<file path="src/rtl/instr_fetch_if.sv">
// rtl/instr_fetch_if.sv - decoder/ROM side bus of the instruction fetch unit
//
// Purpose: groups the decoder control strobes, the PCLATH/PCL write data,
// the program ROM address/data pair and the fetch status outputs.
// Ports (signals):
//   strobes      instr_rd_en, instr_flush, pc_incr_en, pc_j_en,
//                pc_call_en, pc_ret_en, pcl_wr_en      (master -> slave)
//   pcl_wr_data  8-bit new PCL value                   (master -> slave)
//   pclath       5-bit PCLATH contents                 (master -> slave)
//   prog_data    14-bit ROM read data                  (master -> slave)
//   prog_addr    ROM address, equal to pc              (slave -> master)
//   instr_current, pc, fetch_ready, stk_ovf, stk_unf   (slave -> master)
interface instr_fetch_if #(
    parameter int PC_WIDTH = 13
);
    logic                instr_rd_en;
    logic                instr_flush;
    logic                pc_incr_en;
    logic                pc_j_en;
    logic                pc_call_en;
    logic                pc_ret_en;
    logic                pcl_wr_en;
    logic [7:0]          pcl_wr_data;
    logic [4:0]          pclath;
    logic [PC_WIDTH-1:0] prog_addr;
    logic [13:0]         prog_data;
    logic [13:0]         instr_current;
    logic [PC_WIDTH-1:0] pc;
    logic                fetch_ready;
    logic                stk_ovf;
    logic                stk_unf;

    modport master (
        output instr_rd_en, instr_flush, pc_incr_en, pc_j_en,
               pc_call_en, pc_ret_en, pcl_wr_en, pcl_wr_data, pclath,
               prog_data,
        input  prog_addr, instr_current, pc, fetch_ready, stk_ovf, stk_unf
    );

    modport slave (
        input  instr_rd_en, instr_flush, pc_incr_en, pc_j_en,
               pc_call_en, pc_ret_en, pcl_wr_en, pcl_wr_data, pclath,
               prog_data,
        output prog_addr, instr_current, pc, fetch_ready, stk_ovf, stk_unf
    );
endinterface

</file>
<file path="src/rtl/instr_fetch_unit.sv">
// rtl/instr_fetch_unit.sv - program counter, instruction register and return stack
//
// Purpose: PIC16F-style fetch block. Holds the program counter, addresses
// the synchronous program ROM, latches fetched words into the instruction
// register and keeps the circular hardware return stack.
// Ports:
//   clk  clock, rising edge
//   rst  synchronous, active-high reset
//   bus  instr_fetch_if.slave (strobes in, ROM address and status out)
module instr_fetch_unit #(
    parameter int          PC_WIDTH    = 13,
    parameter int          STACK_DEPTH = 8,
    parameter logic [13:0] NOP_WORD    = 14'h0000
) (
    input  logic          clk,
    input  logic          rst,
    instr_fetch_if.slave  bus
);
    localparam int SP_W    = $clog2(STACK_DEPTH);
    localparam int DEPTH_W = $clog2(STACK_DEPTH + 1);

    logic [PC_WIDTH-1:0] r_pc;
    logic [13:0]         r_ir;
    logic [SP_W-1:0]     r_sp;
    logic [DEPTH_W-1:0]  r_depth;
    logic                r_fetch_ready;
    logic                r_stk_ovf;
    logic                r_stk_unf;
    logic [PC_WIDTH-1:0] r_stack [STACK_DEPTH];

    logic [PC_WIDTH-1:0] w_pc_next;
    logic [PC_WIDTH-1:0] w_jump_target;
    logic [PC_WIDTH-1:0] w_pcl_target;
    logic [SP_W-1:0]     w_sp_dec;
    logic                w_push;
    logic                w_pop;
    logic                w_stack_full;
    logic                w_stack_empty;

    // Jump target uses the IR before this edge's IR update, so a flush on
    // the same edge does not disturb it.
    assign w_jump_target = PC_WIDTH'({bus.pclath[4:3], r_ir[10:0]});
    assign w_pcl_target  = PC_WIDTH'({bus.pclath, bus.pcl_wr_data});
    assign w_sp_dec      = r_sp - SP_W'(1);

    // Return wins over call; a simultaneous call performs no push.
    assign w_pop         = bus.pc_ret_en;
    assign w_push        = bus.pc_call_en & ~bus.pc_ret_en;
    assign w_stack_full  = (r_depth == DEPTH_W'(STACK_DEPTH));
    assign w_stack_empty = (r_depth == '0);

    always_comb begin
        w_pc_next = r_pc;
        if (bus.pc_ret_en)
            w_pc_next = r_stack[w_sp_dec];
        else if (bus.pc_call_en || bus.pc_j_en)
            w_pc_next = w_jump_target;
        else if (bus.pcl_wr_en)
            w_pc_next = w_pcl_target;
        else if (bus.pc_incr_en)
            w_pc_next = r_pc + PC_WIDTH'(1);
    end

    always_ff @(posedge clk) begin
        if (rst) begin
            r_pc          <= '0;
            r_ir          <= NOP_WORD;
            r_sp          <= '0;
            r_depth       <= '0;
            r_fetch_ready <= 1'b0;
            r_stk_ovf     <= 1'b0;
            r_stk_unf     <= 1'b0;
        end else begin
            r_pc          <= w_pc_next;
            // ROM data lags the address by one edge, so it is only valid
            // when pc did not move on the previous edge.
            r_fetch_ready <= (w_pc_next == r_pc);

            if (bus.instr_flush)
                r_ir <= NOP_WORD;
            else if (bus.instr_rd_en)
                r_ir <= bus.prog_data;

            if (w_pop) begin
                r_sp <= w_sp_dec;
                if (w_stack_empty)
                    r_stk_unf <= 1'b1;
                else
                    r_depth <= r_depth - DEPTH_W'(1);
            end else if (w_push) begin
                r_sp <= r_sp + SP_W'(1);
                // Full stack: the oldest entry is overwritten, depth saturates.
                if (w_stack_full)
                    r_stk_ovf <= 1'b1;
                else
                    r_depth <= r_depth + DEPTH_W'(1);
            end
        end
    end

    // Stack contents are not reset; a push coinciding with reset is dropped.
    always_ff @(posedge clk) begin
        if (!rst && w_push)
            r_stack[r_sp] <= r_pc;
    end

    assign bus.prog_addr     = r_pc;
    assign bus.pc            = r_pc;
    assign bus.instr_current = r_ir;
    assign bus.fetch_ready   = r_fetch_ready;
    assign bus.stk_ovf       = r_stk_ovf;
    assign bus.stk_unf       = r_stk_unf;
endmodule

</file>
<file path="src/flat_wrapper.sv">
// flat-port wrapper written by rule: the top's interface ports become plain ports
module instr_fetch_unit_flat 
#(
    parameter int          PC_WIDTH    = 13,
    parameter int          STACK_DEPTH = 8,
    parameter logic [13:0] NOP_WORD    = 14'h0000
)
  (clk, rst, bus_instr_rd_en, bus_instr_flush, bus_pc_incr_en, bus_pc_j_en, bus_pc_call_en, bus_pc_ret_en, bus_pcl_wr_en, bus_pcl_wr_data, bus_pclath, bus_prog_data, bus_prog_addr, bus_instr_current, bus_pc, bus_fetch_ready, bus_stk_ovf, bus_stk_unf);
  instr_fetch_if #(.PC_WIDTH(PC_WIDTH)) bus_i ();
  input  logic clk;
  input  logic rst;
  input wire logic [$bits(bus_i.instr_rd_en)-1:0] bus_instr_rd_en;
  input wire logic [$bits(bus_i.instr_flush)-1:0] bus_instr_flush;
  input wire logic [$bits(bus_i.pc_incr_en)-1:0] bus_pc_incr_en;
  input wire logic [$bits(bus_i.pc_j_en)-1:0] bus_pc_j_en;
  input wire logic [$bits(bus_i.pc_call_en)-1:0] bus_pc_call_en;
  input wire logic [$bits(bus_i.pc_ret_en)-1:0] bus_pc_ret_en;
  input wire logic [$bits(bus_i.pcl_wr_en)-1:0] bus_pcl_wr_en;
  input wire logic [$bits(bus_i.pcl_wr_data)-1:0] bus_pcl_wr_data;
  input wire logic [$bits(bus_i.pclath)-1:0] bus_pclath;
  input wire logic [$bits(bus_i.prog_data)-1:0] bus_prog_data;
  output wire logic [$bits(bus_i.prog_addr)-1:0] bus_prog_addr;
  output wire logic [$bits(bus_i.instr_current)-1:0] bus_instr_current;
  output wire logic [$bits(bus_i.pc)-1:0] bus_pc;
  output wire logic [$bits(bus_i.fetch_ready)-1:0] bus_fetch_ready;
  output wire logic [$bits(bus_i.stk_ovf)-1:0] bus_stk_ovf;
  output wire logic [$bits(bus_i.stk_unf)-1:0] bus_stk_unf;
  assign bus_i.instr_rd_en = bus_instr_rd_en;
  assign bus_i.instr_flush = bus_instr_flush;
  assign bus_i.pc_incr_en = bus_pc_incr_en;
  assign bus_i.pc_j_en = bus_pc_j_en;
  assign bus_i.pc_call_en = bus_pc_call_en;
  assign bus_i.pc_ret_en = bus_pc_ret_en;
  assign bus_i.pcl_wr_en = bus_pcl_wr_en;
  assign bus_i.pcl_wr_data = bus_pcl_wr_data;
  assign bus_i.pclath = bus_pclath;
  assign bus_i.prog_data = bus_prog_data;
  assign bus_prog_addr = bus_i.prog_addr;
  assign bus_instr_current = bus_i.instr_current;
  assign bus_pc = bus_i.pc;
  assign bus_fetch_ready = bus_i.fetch_ready;
  assign bus_stk_ovf = bus_i.stk_ovf;
  assign bus_stk_unf = bus_i.stk_unf;
  instr_fetch_unit #(.PC_WIDTH(PC_WIDTH), .STACK_DEPTH(STACK_DEPTH), .NOP_WORD(NOP_WORD)) u_core (.clk(clk), .rst(rst), .bus(bus_i));
endmodule
</file>
<file path="config.mk">
export PLATFORM = sky130hd
export DESIGN_NAME = instr_fetch_unit_flat
export DESIGN_NICKNAME = d
export VERILOG_FILES = /design/src/rtl/instr_fetch_if.sv /design/src/rtl/instr_fetch_unit.sv /design/src/flat_wrapper.sv
export SDC_FILE = /design/constraint.sdc
export NUM_CORES = 1
export LEC_CHECK = 0
export ABC_AREA = 1
export CORE_UTILIZATION = 55
export CTS_CLUSTER_SIZE = 20
export DETAILED_ROUTE_END_ITERATION = 8
export PLACE_DENSITY = 0.81
export SLEW_MARGIN = 5
export SYNTH_ARGS = -nofsm -noshare
export SYNTH_HDL_FRONTEND = slang
export SYNTH_SLANG_ARGS = --single-unit
</file>
<file path="constraint.sdc">
create_clock -name clk -period 2.9 [get_ports clk]
set_input_delay 0.87 -clock clk [delete_from_list [all_inputs] [get_ports clk]]
set_output_delay 0.87 -clock clk [all_outputs]
set_load 0.03 [all_outputs]
</file>
# ---- Word level (Yosys, flattened, before mapping)
# Memory sizes are Yosys's and may differ from the RTL's.
# Cells that the tools add are included.
dict set report word_totals {
  mem_bits_ro 0
  register_bits 37
  latch_bits 0
  ramBits 104
  elab_cells 40
  out_inout_bits 43
  n_memories 1
}
dict set report classes {
  n_shift 0
  n_lt_le_gt_ge 0
  n_reduce_logical 9
  muxes 12
  addsub 5
  n_mul 0
  eq_ne 4
  bitwise 2
  n_div 0
}
# memory words width rd rd_clocked_by_memory_dff wr line
set mem_list {}
lappend mem_list {u_core.r_stack 8 13 1 0 1 instr_fetch_unit.sv:29} ;# logic [PC_WIDTH-1:0] r_stack [STACK_DEPTH];
# op n
set ops {}
lappend ops {{two-way mux 13 bit} 4}
lappend ops {{two-way mux 4 bit} 4}
lappend ops {{adder 13 x 1 -> 13 bit (second input constant)} 1}
lappend ops {{equality test 13 bit} 1}
lappend ops {{two-way mux 3 bit} 2}
lappend ops {{AND reduction 3 bit} 2}
lappend ops {{adder 4 x 1 -> 4 bit (second input constant)} 1}
lappend ops {{equality test 4 bit (second input constant)} 1}
lappend ops {{logical NOT 4 bit} 1}
lappend ops {{inequality test 2 bit (second input constant)} 2}
lappend ops {{subtractor 4 x 1 -> 4 bit (second input constant)} 1}
lappend ops {{adder 3 x 1 -> 3 bit (second input constant)} 1}
lappend ops {{subtractor 3 x 1 -> 3 bit (second input constant)} 1}
lappend ops {{two-way mux 1 bit} 2}
lappend ops {{AND reduction 2 bit} 1}
lappend ops {{nonzero test 2 bit} 1}
lappend ops {{OR reduction 2 bit} 1}
lappend ops {{bitwise AND 1 bit} 1}
lappend ops {{logical AND 1 bit} 1}
lappend ops {{logical NOT 1 bit} 1}
lappend ops {{logical OR 1 bit} 1}
lappend ops {{NOT 1 bit} 1}

# ---- Logic depth before layout (Yosys ltp)
dict set report logic_depth {
  ltp_word 6
  ltp_mapped 17
}

# ---- Worst setup path after synthesis
# No wires, ideal clock.
dict set report synth_path {
  path_kind {input port to flip-flop}
  startpoint {in bus_pc_ret_en}
  endpoint {mem u_core.r_stack[0][0], enable pin}
  setup_slack_ns 0.163
  path_buffers 1
  setup_ns 0.400
  stages 6
  t_arrival_ns 2.337
  path_cell_list {buf_2 -> nor2_1 -> inv_1 -> nor2_1 -> nand2_1 -> nor3_1}
}
dict set report synth_between {
  elab_chain_len 5
}
# element line
set synth_rtl {}
lappend synth_rtl {{start: declaration} flat_wrapper.sv:17} ;# input wire logic [$bits(bus_i.pc_ret_en)-1:0] bus_pc_ret_en;
lappend synth_rtl {{NOT 1 bit (no line)} --}
lappend synth_rtl {{bitwise AND 1 bit} instr_fetch_unit.sv:48} ;# assign w_push = bus.pc_call_en & ~bus.pc_ret_en;
lappend synth_rtl {{logical AND 1 bit} instr_fetch_unit.sv:103} ;# if (!rst && w_push)
lappend synth_rtl {{two-way mux 1 bit} instr_fetch_unit.sv:103}
lappend synth_rtl {{two-way mux 1 bit (not written as such)} instr_fetch_unit.sv:104} ;# r_stack[r_sp] <= r_pc;
lappend synth_rtl {{end: declaration} instr_fetch_unit.sv:29}
# No other way between the ends.

# ---- Worst setup path in the final report
dict set report layout_path {
  startpoint {reg u_core.r_pc[5], in the netlist u_core.bus.pc[5]}
  endpoint {out bus_pc[5]}
}
# element line
set layout_rtl {}
lappend layout_rtl {{start: declaration} instr_fetch_unit.sv:22} ;# logic [PC_WIDTH-1:0] r_pc;
lappend layout_rtl {{start signal: assignment} instr_fetch_unit.sv:74} ;# r_pc <= w_pc_next;
lappend layout_rtl {{end: declaration} flat_wrapper.sv:24} ;# output wire logic [$bits(bus_i.pc)-1:0] bus_pc;
# No word-level cell between the ends.

==> summary.md <==
| Metric | Value |
|---|---|
| Status | `finished with violations` |
| Failing checks | `design-rule violations` |
| Critical Path RT | `2030 ps` |
| CP max-delay cell | `clkdlybuf4s50_1` |
| Post-synth net total | `752` |
| Synth Warn # | `0` |
| Min-delay worst type | `register to register` |
| Tot GR Track Use | `29.1%` |
| Reg clk slew, reported paths | `60 ps` |
| Total Neg Setup Slack | `0 ps` |
| Relative slew slack | `60.0%` |
| CTS tree | `built` |
| Post-Synthesis Cells | `710` |
| Place WS | `61.4 ps` |
| Die boundary height | `111 um` |
| DRC Markers | `1` |
| Core Rows | `39` |
| Syn avg cell area | `9.28 um2` |
| Detailed Routing Iterations Pass 1 | `9` |
| Avg WL per Cell | `18.2 um` |
| Max cap viols | `0` |
| Post-synth EDFFs | `104` |
| P_leak | `3.25 nW` |
| Vias in the first global route | `5384` |
| Max IR drop VDD | `0.497 mV` |
| Slowest stage delay, CP | `720 ps` |
| Worst setup SP type | `register` |
| WL final | `17.5 mm` |
| Final WS setup | `168 ps` |
| Clk Latency, worst-skew pair | `420 ps` |
| Final Util | `71.3%` |
| Netlist cell types | `33` |
| Final setup violation count | `0` |
| Clk sinks | `141` |
| Final net count | `847` |
| Width of the die | `111 um` |
| Number of buffers created by CTS | `17` |
| GRT overflow | `0` |
| Crit path DAT | `1860 ps` |
| Root buf cell | `clkbuf_16` |
| Largest net degree at the start of global routing | `57` |
| Routed vias/inst | `5.76` |
| Die area | `0.0124 mm2` |
| Minimum clock period after layout | `2730 ps` |
| Fin Clk Skew | `8.00 ps` |
| Starting Density | `57.0%` |
| I/O pins | `79` |
| Clock Path Buffers | `2` |
| Layout cells sized above 1 | `12.8%` |
| RSZ-0062 raised after global routing | `false` |
| Endpoint type of the worst setup path | `output port` |
| CP max FO | `11` |
| First DRT Iteration DRCs | `580` |
| Post-Syn Area | `0.00659 mm2` |
| First-pass GRT wire length | `27.5 mm` |
| Final number of hold-violating endpoints | `0` |
| Final Slew Violations | `0` |
| Initial antenna violation count | `0` |
| Period Utilization, post-route | `94.2%` |
| CP cell instances | `buf_4 -> clkdlybuf4s50_1` |
| CTS H-tree depth | `4` |
| Main flop type after synthesis | `edfxtp_1` |
| Via count | `5534` |
| # hold bufs at CTS | `0` |
| Core area | `0.0116 mm2` |
| Worst Max-Slew Pin Slew | `600 ps` |
| Power Density | `704 mW/mm2` |
| Final HPWL DP | `11.2 mm` |
| Layout area overhead | `25.2%` |
| Critical path type | `register to output port` |
| Seq/Total Area, Yosys | `58.6%` |
| Yosys reg bits | `141` |
| Fmax | `366 MHz` |
| DRT antenna net count | `0` |
| Fraction of registers with async set/reset | `0%` |
| GP Congestion | `0.911` |
| Antenna diode count | `0` |
| Count of input and output buffers | `78` |
[cell usage in the layout, fill, tap and decap left out, types with 30 or more instances in the layout]
cell / n
nand3_1: 49
nor2_1: 90
clkdlybuf4s50_1: 78
buf_4: 37
o21ai_0: 51
edfxtp_1: 104
dfxtp_1: 37
a21oi_1: 30
nand2_1: 182
inv_1: 49
[kinds of logic after synthesis]
group	count (synthesis)	share of synthesized area (%)
simple gates	350	22.4
flops	141	58.6
compound gates	111	9.68
buf+inv	98	7.33
fa+ha+maj	6	1.25
xor+xnor	4	0.646
[Yosys cell counts (2+ instances only)]
cell / count / area share [%]
edfxtp_1: 104 / 47
inv_2: 7 / 0.40
nand2_1: 182 / 10
nor3_1: 2 / 0.15
o221ai_1: 10 / 1.3
o211ai_2: 4 / 0.76
nand4_1: 4 / 0.38
buf_6: 5 / 0.85
a21oi_1: 30 / 2.3
ha_1: 5 / 0.95
o21ai_0: 51 / 3.9
buf_2: 14 / 1.1
nand3_1: 49 / 3.7
or2_2: 3 / 0.28
nand3b_1: 3 / 0.34
o22ai_1: 2 / 0.19
inv_1: 49 / 2.8
clkbuf_1: 7 / 0.40
nor2_4: 3 / 0.51
nand3_2: 4 / 0.61
nor2_1: 90 / 5.1
buf_4: 16 / 1.8
o21ai_1: 9 / 0.68
dfxtp_1: 37 / 11
nand2_2: 4 / 0.38
xnor2_1: 3 / 0.40
a211oi_1: 2 / 0.23
nor2_2: 6 / 0.57
[what timing repair did]
item / CTS / global route
gates resized for setup: 0 / 2
endpoints found under the setup margin: 0 / 1
buffers inserted: 0 / 0
[report_power, final]
group / internal, mW / switching, mW
registers: 2.28 / 0.0839
logic: 0.420 / 0.744
clock network: 1.44 / 0.842
total: 4.13 / 1.67
[area by class of cell]
type                            instances  area, um2
Sequential cell                       141       3860
Tap cell                              143        179
Inverter                               56        213
Clock buffer                           17        425
Multi-Input combinational cell        471       2250
Timing Repair Buffer                  118       1120
Clock inverter                         15        195
Fill cell                             797       3320
[worst paths after layout]
path / startpoint / to / slack, ps / cells past startpoint
hold / removal: u_core.bus.instr_current[12] / u_core.bus.instr_current[12] / 470 / 2
hold reg to reg: u_core.bus.instr_current[12] / u_core.bus.instr_current[12] / 470 / 2
setup / recovery: u_core.bus.pc[5] / bus_pc[5] / 170 / 2
setup reg to reg: u_core.r_sp[1] / u_core.bus.fetch_ready / 230 / 13
[sequential cells by signal (all words and copies together) (netlist names)]
signal / cells
u_core.r_stack: 104
u_core.bus.pc: 13
u_core.bus.stk_unf: 1
u_core.bus.fetch_ready: 1
u_core.r_depth: 4
u_core.r_sp: 3
u_core.bus.instr_current: 14
u_core.bus.stk_ovf: 1
[worst max-delay path, delay by kind of cell (launching register included)]
family / cells / cell delay (ps)
buffers and inverters: 2 / 980
flip-flops: 1 / 470
[per-stage QoR]
step                instances  instance area (um2)  total power, mW  hold WS (ps)
finish                    961                 8250             5.80           467
CTS                       961                 8240             5.78           464
global placement          929                 7620             3.48           445
floorplan                 710                 6590             3.13           443
detailed placement        929                 7620             3.52           452
global route              961                 8250             5.99           495
[layer usage]
layer  GRT usage, %  part of all wire, %  up-vias
met5              0                    0        -
met4           11.4                  2.4        0
li1               -                    -     2567
met1           36.2                   39     2578
met2           50.5                   50      347
met3           5.44                  8.5       42
Note: power is estimated with default switching activity, not from simulation.
